### src/rtl/g5_apblink_slave_if.sv
// Bundle for the APBLink slave: serial link lanes from the master plus the local APB4 bus.
// The slave modport is the g5_apblink_slave view; master is the opposite side (link master + APB target).
interface g5_apblink_slave_if;
  logic        lnk_s_enable;
  logic [2:0]  lnk_s_addr;
  logic [3:0]  lnk_s_wdata;
  logic [3:0]  lnk_s_rdata;
  logic [25:0] m_paddr;
  logic        m_psel;
  logic        m_penable;
  logic        m_pwrite;
  logic [3:0]  m_pstrb;
  logic [31:0] m_pwdata;
  logic [31:0] m_prdata;
  logic        m_pready;
  logic        m_pslverr;

  modport slave (
    input  lnk_s_enable, lnk_s_addr, lnk_s_wdata, m_prdata, m_pready, m_pslverr,
    output lnk_s_rdata, m_paddr, m_psel, m_penable, m_pwrite, m_pstrb, m_pwdata
  );

  modport master (
    output lnk_s_enable, lnk_s_addr, lnk_s_wdata, m_prdata, m_pready, m_pslverr,
    input  lnk_s_rdata, m_paddr, m_psel, m_penable, m_pwrite, m_pstrb, m_pwdata
  );
endinterface

### src/rtl/g5_apblink_slave.sv
// G5 APBLink far end: deserialises command/address/data lanes, runs one APB4 transfer,
// and serialises the completion marker and read data back on the return lane.
//
// state   | meaning
// --------+-----------------------------------------------------------
// S_IDLE  | waiting for a command on lnk_s_addr[1:0]
// S_AD    | AD0..AD7, one address/write-data bit slice per cycle (idx_q)
// S_STUP  | latch byte strobes from lnk_s_wdata
// S_SETUP | APB setup phase (psel=1, penable=0)
// S_ACCS  | APB access phase, waiting for pready or timeout
// S_RSP   | one-cycle ready/error marker on lnk_s_rdata
// S_RD    | RD0..RD7, one read-data nibble per cycle (idx_q)
module g5_apblink_slave #(
  parameter int TIMEOUT = 0
) (
  input logic                pclk,
  input logic                preset_b,
  g5_apblink_slave_if.slave  lnk
);

  typedef enum logic [2:0] {
    S_IDLE, S_AD, S_STUP, S_SETUP, S_ACCS, S_RSP, S_RD
  } state_t;

  localparam logic [15:0] TMO_LOAD = (TIMEOUT > 0) ? 16'(TIMEOUT - 1) : 16'd0;

  state_t      state_q, state_d;
  logic [2:0]  idx_q, idx_d;
  logic [23:0] addr_q, addr_d;
  logic [31:0] pwdata_q, pwdata_d;
  logic [3:0]  pstrb_q, pstrb_d;
  logic        pwrite_q, pwrite_d;
  logic        psel_q, psel_d;
  logic        penable_q, penable_d;
  logic        err_q, err_d;
  logic [31:0] rd_q, rd_d;
  logic [15:0] tmo_q, tmo_d;

  always_ff @(posedge pclk or negedge preset_b) begin
    if (!preset_b) begin
      state_q   <= S_IDLE;
      idx_q     <= 3'd0;
      addr_q    <= 24'd0;
      pwdata_q  <= 32'd0;
      pstrb_q   <= 4'd0;
      pwrite_q  <= 1'b0;
      psel_q    <= 1'b0;
      penable_q <= 1'b0;
      err_q     <= 1'b0;
      rd_q      <= 32'd0;
      tmo_q     <= 16'd0;
    end else begin
      state_q   <= state_d;
      idx_q     <= idx_d;
      addr_q    <= addr_d;
      pwdata_q  <= pwdata_d;
      pstrb_q   <= pstrb_d;
      pwrite_q  <= pwrite_d;
      psel_q    <= psel_d;
      penable_q <= penable_d;
      err_q     <= err_d;
      rd_q      <= rd_d;
      tmo_q     <= tmo_d;
    end
  end

  always_comb begin
    state_d   = state_q;
    idx_d     = idx_q;
    addr_d    = addr_q;
    pwdata_d  = pwdata_q;
    pstrb_d   = pstrb_q;
    pwrite_d  = pwrite_q;
    psel_d    = psel_q;
    penable_d = penable_q;
    err_d     = err_q;
    rd_d      = rd_q;
    tmo_d     = tmo_q;

    unique case (state_q)
      S_IDLE: begin
        idx_d = 3'd0;
        unique case (lnk.lnk_s_addr[1:0])
          2'b01, 2'b10: begin
            state_d  = S_AD;
            pwrite_d = lnk.lnk_s_addr[1];
          end
          2'b11: begin
            state_d  = S_STUP;
            pwrite_d = 1'b0;
          end
          default: ;
        endcase
      end
      S_AD: begin
        addr_d[{2'd0, idx_q}]   = lnk.lnk_s_addr[0];
        addr_d[{2'd1, idx_q}]   = lnk.lnk_s_addr[1];
        addr_d[{2'd2, idx_q}]   = lnk.lnk_s_addr[2];
        pwdata_d[{2'd0, idx_q}] = lnk.lnk_s_wdata[0];
        pwdata_d[{2'd1, idx_q}] = lnk.lnk_s_wdata[1];
        pwdata_d[{2'd2, idx_q}] = lnk.lnk_s_wdata[2];
        pwdata_d[{2'd3, idx_q}] = lnk.lnk_s_wdata[3];
        idx_d = idx_q + 3'd1;
        if (idx_q == 3'd7) state_d = S_STUP;
      end
      S_STUP: begin
        pstrb_d = pwrite_q ? lnk.lnk_s_wdata : 4'h0;
        psel_d  = 1'b1;
        state_d = S_SETUP;
      end
      S_SETUP: begin
        penable_d = 1'b1;
        tmo_d     = TMO_LOAD;
        state_d   = S_ACCS;
      end
      S_ACCS: begin
        // A pready arriving on the terminal-count cycle still completes normally.
        if (lnk.m_pready) begin
          psel_d    = 1'b0;
          penable_d = 1'b0;
          rd_d      = lnk.m_prdata;
          err_d     = lnk.m_pslverr;
          state_d   = S_RSP;
        end else if (TIMEOUT > 0) begin
          if (tmo_q == 16'd0) begin
            psel_d    = 1'b0;
            penable_d = 1'b0;
            rd_d      = 32'd0;
            err_d     = 1'b1;
            state_d   = S_RSP;
          end else begin
            tmo_d = tmo_q - 16'd1;
          end
        end
      end
      S_RSP: begin
        idx_d   = 3'd0;
        state_d = pwrite_q ? S_IDLE : S_RD;
      end
      S_RD: begin
        idx_d = idx_q + 3'd1;
        if (idx_q == 3'd7) state_d = S_IDLE;
      end
      default: state_d = S_IDLE;
    endcase

    if (!lnk.lnk_s_enable) begin
      state_d   = S_IDLE;
      psel_d    = 1'b0;
      penable_d = 1'b0;
    end
  end

  always_comb begin
    lnk.lnk_s_rdata = 4'h0;
    if (state_q == S_RSP) begin
      lnk.lnk_s_rdata = {err_q, 3'b100};
    end else if (state_q == S_RD) begin
      lnk.lnk_s_rdata = {rd_q[{2'd3, idx_q}], rd_q[{2'd2, idx_q}],
                         rd_q[{2'd1, idx_q}], rd_q[{2'd0, idx_q}]};
    end
  end

  assign lnk.m_paddr   = {addr_q, 2'b00};
  assign lnk.m_psel    = psel_q;
  assign lnk.m_penable = penable_q;
  assign lnk.m_pwrite  = pwrite_q;
  assign lnk.m_pstrb   = pstrb_q;
  assign lnk.m_pwdata  = pwdata_q;

endmodule

### src/flat_wrapper.sv
// flat-port wrapper written by rule: the top's interface ports become plain ports
module g5_apblink_slave_flat 
#(
  parameter int TIMEOUT = 0
)
  (pclk, preset_b, lnk_lnk_s_enable, lnk_lnk_s_addr, lnk_lnk_s_wdata, lnk_m_prdata, lnk_m_pready, lnk_m_pslverr, lnk_lnk_s_rdata, lnk_m_paddr, lnk_m_psel, lnk_m_penable, lnk_m_pwrite, lnk_m_pstrb, lnk_m_pwdata);
  g5_apblink_slave_if lnk_i ();
  input logic pclk;
  input logic preset_b;
  input wire logic [$bits(lnk_i.lnk_s_enable)-1:0] lnk_lnk_s_enable;
  input wire logic [$bits(lnk_i.lnk_s_addr)-1:0] lnk_lnk_s_addr;
  input wire logic [$bits(lnk_i.lnk_s_wdata)-1:0] lnk_lnk_s_wdata;
  input wire logic [$bits(lnk_i.m_prdata)-1:0] lnk_m_prdata;
  input wire logic [$bits(lnk_i.m_pready)-1:0] lnk_m_pready;
  input wire logic [$bits(lnk_i.m_pslverr)-1:0] lnk_m_pslverr;
  output wire logic [$bits(lnk_i.lnk_s_rdata)-1:0] lnk_lnk_s_rdata;
  output wire logic [$bits(lnk_i.m_paddr)-1:0] lnk_m_paddr;
  output wire logic [$bits(lnk_i.m_psel)-1:0] lnk_m_psel;
  output wire logic [$bits(lnk_i.m_penable)-1:0] lnk_m_penable;
  output wire logic [$bits(lnk_i.m_pwrite)-1:0] lnk_m_pwrite;
  output wire logic [$bits(lnk_i.m_pstrb)-1:0] lnk_m_pstrb;
  output wire logic [$bits(lnk_i.m_pwdata)-1:0] lnk_m_pwdata;
  assign lnk_i.lnk_s_enable = lnk_lnk_s_enable;
  assign lnk_i.lnk_s_addr = lnk_lnk_s_addr;
  assign lnk_i.lnk_s_wdata = lnk_lnk_s_wdata;
  assign lnk_i.m_prdata = lnk_m_prdata;
  assign lnk_i.m_pready = lnk_m_pready;
  assign lnk_i.m_pslverr = lnk_m_pslverr;
  assign lnk_lnk_s_rdata = lnk_i.lnk_s_rdata;
  assign lnk_m_paddr = lnk_i.m_paddr;
  assign lnk_m_psel = lnk_i.m_psel;
  assign lnk_m_penable = lnk_i.m_penable;
  assign lnk_m_pwrite = lnk_i.m_pwrite;
  assign lnk_m_pstrb = lnk_i.m_pstrb;
  assign lnk_m_pwdata = lnk_i.m_pwdata;
  g5_apblink_slave #(.TIMEOUT(TIMEOUT)) u_core (.pclk(pclk), .preset_b(preset_b), .lnk(lnk_i));
endmodule
### config.mk
export PLATFORM = sky130hd
export DESIGN_NAME = g5_apblink_slave_flat
export DESIGN_NICKNAME = d
export VERILOG_FILES = /design/src/rtl/g5_apblink_slave_if.sv /design/src/rtl/g5_apblink_slave.sv /design/src/flat_wrapper.sv
export SDC_FILE = /design/constraint.sdc
export NUM_CORES = 1
export LEC_CHECK = 0
export CAP_MARGIN = 20
export CORE_MARGIN = 5
export CORE_UTILIZATION = 53
export DETAILED_ROUTE_END_ITERATION = 12
export PLACE_DENSITY = 0.84
export SLEW_MARGIN = 20
export SYNTH_ARGS = -nofsm -noshare
export SYNTH_HDL_FRONTEND = slang
export SYNTH_SLANG_ARGS = --single-unit
### constraint.sdc
create_clock -name pclk -period 5 [get_ports pclk]
set_clock_uncertainty 0.15 [all_clocks]
set_input_delay 1 -clock pclk [delete_from_list [all_inputs] [get_ports pclk]]
set_output_delay 1 -clock pclk [all_outputs]
set_load 0.02 [all_outputs]
==> out/results.ini, run 1 <==
[power_and_ir_drop]
power.share.combinational_pct = 41.8
leakagePower_nw = 2.39
ir_drop_v = 0.000412
internal-power_mw = 2.11
seqPwrFrac_pct = 43.2
clock_network_fraction_of_design_power_pct = 15.0
p_switching_mw = 1.21
cellPowerDensity_mw_per_mm2 = 569
switching_share_pct = 36.5
power.total_mw = 3.32

[global_routing]
antenna_violations_before_repair = 0
grt_pass1_vias = 3359
leftover_overflow_at_the_end_of_global_routing = 0
grt_max_degree = 67
grt_first_pass_wirelength_mm = 16.8
globalRouteTotalUtil_pct = 20.6

[floorplanning]
die-width_um = 103
num_rows = 33
die_y_um = 103
placeable_core_region_sq_mm = 0.00830
initial_core_util_pct = 54.7
die_area_sq_mm = 0.0105
io_pins = 113

[cells_and_area]
layout.cells.most_common = clkdlybuf4s50_1
insertedDiodeCount = 0
finish.cell_count_without_fillers = 552
final_nets = 488
mostFrequentLayoutCells = clkdlybuf4s50_1, dfrtp_1, mux2_2
fraction_of_layout_cells_with_a_size_suffix_above_1_pct = 27.1
area_growth_syn_to_fin_pct = 28.7

[drt]
post-route-drc-count = 0
wirelength_mm = 10.2
final_antenna_net_count = 0
avgViaCountPerCell = 5.50
detailedRoute.firstPassIterationCount = 4
vias = 3034
avgRoutedWirePerCell_um = 18.4
initial_drc_count = 117

[timing]
slew_violations = 0
min_period_ps = 3790
final_hold_viol_count = 0
max_slew.worst_pin.slew_ps = 888
setup-violations-final = 0
slew_headroom_pct = 40.8
totalNegativeSetupSlack_ps = 0
fmax_ghz = 0.264
rsz_0062_raised_after_global_routing = no
final_min_period_over_clock_period_pct = 75.8

[placed_design]
dpl.cell_count = 536
rd_place_congestion = 0.781
dp.final_hpwl_mm = 7.34
buffer_ports.inserted = 110

[yosys]
postSynthCellCount = 338
synth_edf_count = 0
syn-mean-instance-area_sq_um = 13.4
ys_async_sr_fraction_pct = 100
synth_flop_cell = dfrtp_1
synth.yosys.seq_area_share_pct = 56.2
synthDistinctLibCells = 45
post_synth_instance_area_sq_mm = 0.00454
yosysWarningCount = 0
ys_seq_elements = 102

[clock_tree]
cts_setup_buffers = 0
clk_path_buf_depth = 2
tritoncts_clock_tree = done
clock_tree.root_cell = clkbuf_8
worstSkewPairLatency_ps = 360
cts_buffers = 9
clk_pin_slew_ps = 110
ctsResizeCount = 0
cts_hold_buf = 0
clock_sink_count = 102
cts.htree.levels = 3

[critical_path]
critPathMaxFanout = 24
critical_path_startpoint_category = register
crit_type = register to output pin
worstSetupEndpointType = output pin
worst_path_required_time_ps = 3850
data_arrival_time_at_the_worst_slack_endpoint_ps = 2640

[min_path]
min_path_type = register to register

[run_status]
outcome = completed

[run]
maxCapViolCount = 0

==> flip-flops by register name (all words and copies together) (netlist names), 3 cells and up <==
name                 count
u_core.lnk.m_pwdata     32
u_core.rd_q             32
u_core.addr_q           24
u_core.lnk.m_pstrb       4
u_core.idx_q             3
u_core.state_q           3
==> per-layer routing <==
| layer | global-route usage, % | vias to the layer above | routed length (um) |
|---|---|---|---|
| met5 | 0 | - | 0 |
| met4 | 4.64 | 0 | 111 |
| met3 | 9.47 | 11 | 1040 |
| met2 | 33.3 | 95 | 4970 |
| met1 | 25.5 | 1513 | 4050 |
| li1 | - | 1415 | - |
==> kinds of logic (layout without fill, tap and decap cells) <==
logic type / after synthesis / after routing / synth area share (%)
mux: 105 / 105 / 25.6
flops: 102 / 102 / 56.2
simple gates: 67 / 67 / 8.90
compound gates: 36 / 36 / 5.15
other cells: 1 / 2 / 0.0825
xor+xnor: 1 / 1 / 0.193
buf+inv: 24 / 132 / 3.30
fa+ha+maj: 2 / 2 / 0.551
==> cell type report <==
| type | count | area [sq um] |
|---|---|---|
| flip-flops and latches | 102 | 2550 |
| clock buffers | 10 | 128 |
| repair buffers | 112 | 1110 |
| clock inverters | 6 | 60.1 |
| fillers | 591 | 2450 |
| multi-input cells | 213 | 1840 |
| well taps | 105 | 131 |
| inverters | 4 | 15.0 |
==> worst paths after layout <==
kind	slack [ps]	endpoint	start	cells past startpoint
min reg2reg	350	u_core.lnk.m_pstrb[2]$_DFFE_PN0N_	u_core.lnk.m_pstrb[2]$_DFFE_PN0N_	2
min in group asynchronous	570	u_core.rd_q[11]$_DFFE_PN0P_	preset_b	1
max reg2reg	2600	u_core.rd_q[1]$_DFFE_PN0P_	u_core.state_q[2]$_DFFE_PN0P_	5
min	350	u_core.lnk.m_pstrb[2]$_DFFE_PN0N_	u_core.lnk.m_pstrb[2]$_DFFE_PN0N_	2
max in group asynchronous	3130	u_core.idx_q[2]$_DFFE_PN0P_	preset_b	2
max	1210	lnk_lnk_s_rdata[0]	u_core.idx_q[1]$_DFFE_PN0P_	5
==> worst max-delay path: stages, from the launching register on <==
cell and delay [ps]:
dfrtp_1 930, mux2_2 300, nand3b_1 70, o221a_2 160, a21oi_1 180, clkdlybuf4s50_1 630
==> power groups by stage <==
stage          Combinational (mW)  Sequential [mW]  Clock (mW)
3_3_place_gp                 1.36             1.43           0
2_1_floorplan               0.720             1.55           0
4_1_cts                      1.41             1.44       0.510
6_report                     1.39             1.44       0.499
3_5_place_dp                 1.40             1.45           0
5_1_grt                      1.51             1.49       0.544
==> cell usage after synthesis, drive strengths merged, types with 2 or more instances <==
master / n / share of area [%]
nor3: 7 / 0.77
clkbuf: 4 / 0.33
inv: 4 / 0.33
nand3: 10 / 1.7
nand3b: 4 / 0.66
buf: 16 / 2.6
ha: 2 / 0.55
nor2b: 2 / 0.28
a211oi: 2 / 0.33
nand2b: 3 / 0.41
o21ai: 12 / 1.3
and2b: 2 / 0.33
nand4: 2 / 0.55
and3: 3 / 0.44
a21oi: 6 / 0.66
nand2: 22 / 1.9
o311ai: 2 / 0.39
o221ai: 3 / 0.58
mux2i: 14 / 3.1
nor2: 6 / 0.55
a22oi: 2 / 0.33
nor3b: 2 / 0.33
mux2: 91 / 23
dfrtp: 102 / 56
o22ai: 3 / 0.41
==> per-stage QoR <==
stage | worst slack, ps | area, sq um | util (%) | hold slack (ps)
after floorplan | 2290 | 4550 | - | 308
after global placement | 1560 | 5660 | 68.2 | 320
after detailed placement | 1470 | 5660 | 68.2 | 327
after CTS | 1060 | 5840 | 70.4 | 354
after global routing | 1030 | 5850 | 70.4 | 375
final | 1210 | 5850 | 70.4 | 347
No activity file was read; power rests on OpenSTA's default activity.
==> inputs of run 2 (changes only) <==
- CORE_UTILIZATION: 53 -> 49
- PLACE_DENSITY: 0.84 -> 0.79
- clock period: 5 -> 3.71 ns (I/O delays scaled with it)
==> run 2 against run 1 <==
Die area rose by 7.4%. Clock power rose by 51%. Sequential cell count did not move. Cell count rose by 2.2%. First-iteration DRC count fell by 56%. Power rose by 38%. Cell area rose by 1.4%. Sequential power rose by 31%. Critical path depth did not move. Count of clock-buffer cells in the layout fell by 1. Via count rose by 1.8%. Largest power group is now combinational cells.
==> out/results.ini, run 2 (synthesis results as in run 1) <==
[cells_and_area]
insertedDiodeCount = 0  ; unchanged
fillers = 720  ; +22%
finish.instance_area_sq_mm = 0.00593  ; +1.4%
layout.cells.most_common = clkdlybuf4s50_1
seqCellArea_sq_mm = 0.00255  ; about the same
final_nets = 494  ; +1.2%
mostFrequentLayoutCells = clkdlybuf4s50_1, dfrtp_1, mux2_2
multi_input_area_sq_mm = 0.00184  ; unchanged
fraction_of_layout_cells_with_a_size_suffix_above_1_pct = 28.0  ; +0.97 points
finish.cell_count_without_fillers = 564  ; +2.2%
area_growth_syn_to_fin_pct = 30.4

[drt]
initial_drc_count = 51  ; -56%
post-route-drc-count = 0  ; unchanged
avgViaCountPerCell = 5.48  ; -0.35%
vias = 3089  ; +1.8%
detailedRoute.firstPassIterationCount = 4  ; unchanged
avgRoutedWirePerCell_um = 19.0  ; +2.9%
wirelength_mm = 10.7  ; +5.1%
final_antenna_net_count = 0  ; unchanged

[critical_path]
data_arrival_time_at_the_worst_slack_endpoint_ps = 2500  ; -140 ps
critical_path_startpoint_category = register
worstSetupEndpointType = output pin
r2r.worst_path.cells = 5  ; unchanged
worst_r2r_startpoint = u_core.state_q[2]$_DFFE_PN0P_
r2r_slack_ps = 1320  ; -1280 ps
crit_type = register to output pin
critPathMaxFanout = 19  ; -21%
regToRegEndpoint = u_core.rd_q[7]$_DFFE_PN0P_
worst_path_required_time_ps = 2820  ; -1030 ps

[floorplanning]
num_rows = 35  ; +6.1%
die_area_sq_mm = 0.0113  ; +7.4%
placeable_core_region_sq_mm = 0.00915  ; +10%
initial_core_util_pct = 49.6  ; -5.1 points
io_pins = 113  ; unchanged
die_y_um = 106  ; +3.6%
die-width_um = 106  ; +3.6%

[placed_design]
buffer_ports.inserted = 110  ; unchanged
dp.final_hpwl_mm = 7.64  ; +4.1%
rd_place_congestion = 0.853  ; +9.2%
area_of_placed_instances_sq_mm = 0.00571  ; +0.93%
dpl.cell_count = 548  ; +2.2%

[timing]
setup-violations-final = 0  ; unchanged
max_slew.worst_pin.slew_ps = 891  ; +3.03 ps
totalNegativeSetupSlack_ps = 0  ; unchanged
min_period_ps = 3390
rsz_0062_raised_after_global_routing = no
fmax_ghz = 0.295
slew_headroom_pct = 40.6  ; -0.20 points
final_min_period_over_clock_period_pct = 91.4
final_hold_viol_count = 0  ; unchanged
slew_violations = 0  ; unchanged

[clock_tree]
clk_path_buf_depth = 2  ; unchanged
tritoncts_clock_tree = done
cts_buffers = 9  ; unchanged
cts.htree.levels = 3  ; unchanged
clk_pin_slew_ps = 100  ; about the same
worstSkewPairLatency_ps = 360  ; about the same
cts_hold_buf = 0  ; unchanged
cts_setup_buffers = 0  ; unchanged
ctsResizeCount = 0  ; unchanged
clock_sink_count = 102  ; unchanged
clock_tree.root_cell = clkbuf_8

[power_and_ir_drop]
cellPowerDensity_mw_per_mm2 = 776  ; +36%
leakagePower_nw = 2.44  ; +1.9%
power.total_mw = 4.60  ; +38%
ir_drop_v = 0.000469  ; +14%

[global_routing]
leftover_overflow_at_the_end_of_global_routing = 0  ; unchanged
grt_pass1_vias = 3397  ; +1.1%
grt_first_pass_wirelength_mm = 18.0  ; +7.7%
antenna_violations_before_repair = 0  ; unchanged
globalRouteTotalUtil_pct = 20.3  ; -0.26 points
grt_max_degree = 71  ; +6.0%

[run]
maxCapViolCount = 0  ; unchanged

[run_status]
outcome = completed

[min_path]
min_path_type = input pin to async pin

[run 2: changes by cell type in the layout (fill, tap and decap cells not counted), sizes merged]
cell | before | now
buf | 3 | 9
clkbuf | 10 | 9
bufinv | 0 | 1
clkinv | 2 | 1
inv | 8 | 9
[run 2: metrics by stage]
step | util [%] | setup slack, ps | hold WS [ps]
floorplan | - | 1260 | 296
global placement | 62.4 | 767 | 318
detailed placement | 62.4 | 709 | 333
CTS | 64.7 | 291 | 357
global route | 64.7 | 120 | 387
finish | 64.7 | 318 | 337
[run 2: layout make-up]
type / count / area share (%)
Sequential cell: 102 / 43.1
Multi-Input combinational cell: 213 / 31.1
Timing Repair Buffer: 118 / 19.6
Tap cell: 111 / 2.34
Clock buffer: 9 / 2.09
Clock inverter: 7 / 1.56
Inverter: 4 / 0.253
[run 2: critical path, stage by stage (launching register included)]
cell	delay, ps
dfrtp_1	640
nor3b_1	300
a31oi_1	80
o221a_2	300
a21oi_1	180
clkdlybuf4s50_1	640
[run 2: where the power goes]
part           switching [mW]  total [mW]  internal [mW]
Sequential              0.317        1.88           1.56
Combinational           0.926        1.97           1.04
Clock                   0.421       0.753          0.332
Total                    1.66        4.60           2.93
[run 2: routing by layer]
metal / GRT usage [%] / share of wire (%)
met5: 0 / 0
met4: 4.07 / 0.40
met3: 10.1 / 9.9
met2: 33.4 / 50
met1: 24.3 / 40
[run 2: how the worst max path moves through the flow]
stage,to,startpoint,depth (start not counted),slack (ps)
finish,lnk_lnk_s_rdata[0],u_core.idx_q[2]$_DFFE_PN0P_,5,320
global route,lnk_lnk_s_rdata[0],u_core.idx_q[2]$_DFFE_PN0P_,5,120
CTS,lnk_lnk_s_rdata[0],u_core.idx_q[2]$_DFFE_PN0P_,5,290
detailed placement,lnk_lnk_s_rdata[0],u_core.idx_q[2]$_DFFE_PN0P_,5,710
global placement,lnk_lnk_s_rdata[1],u_core.idx_q[2]$_DFFE_PN0P_,5,770
floorplan,lnk_lnk_s_rdata[1],u_core.idx_q[1]$_DFFE_PN0P_,5,1260
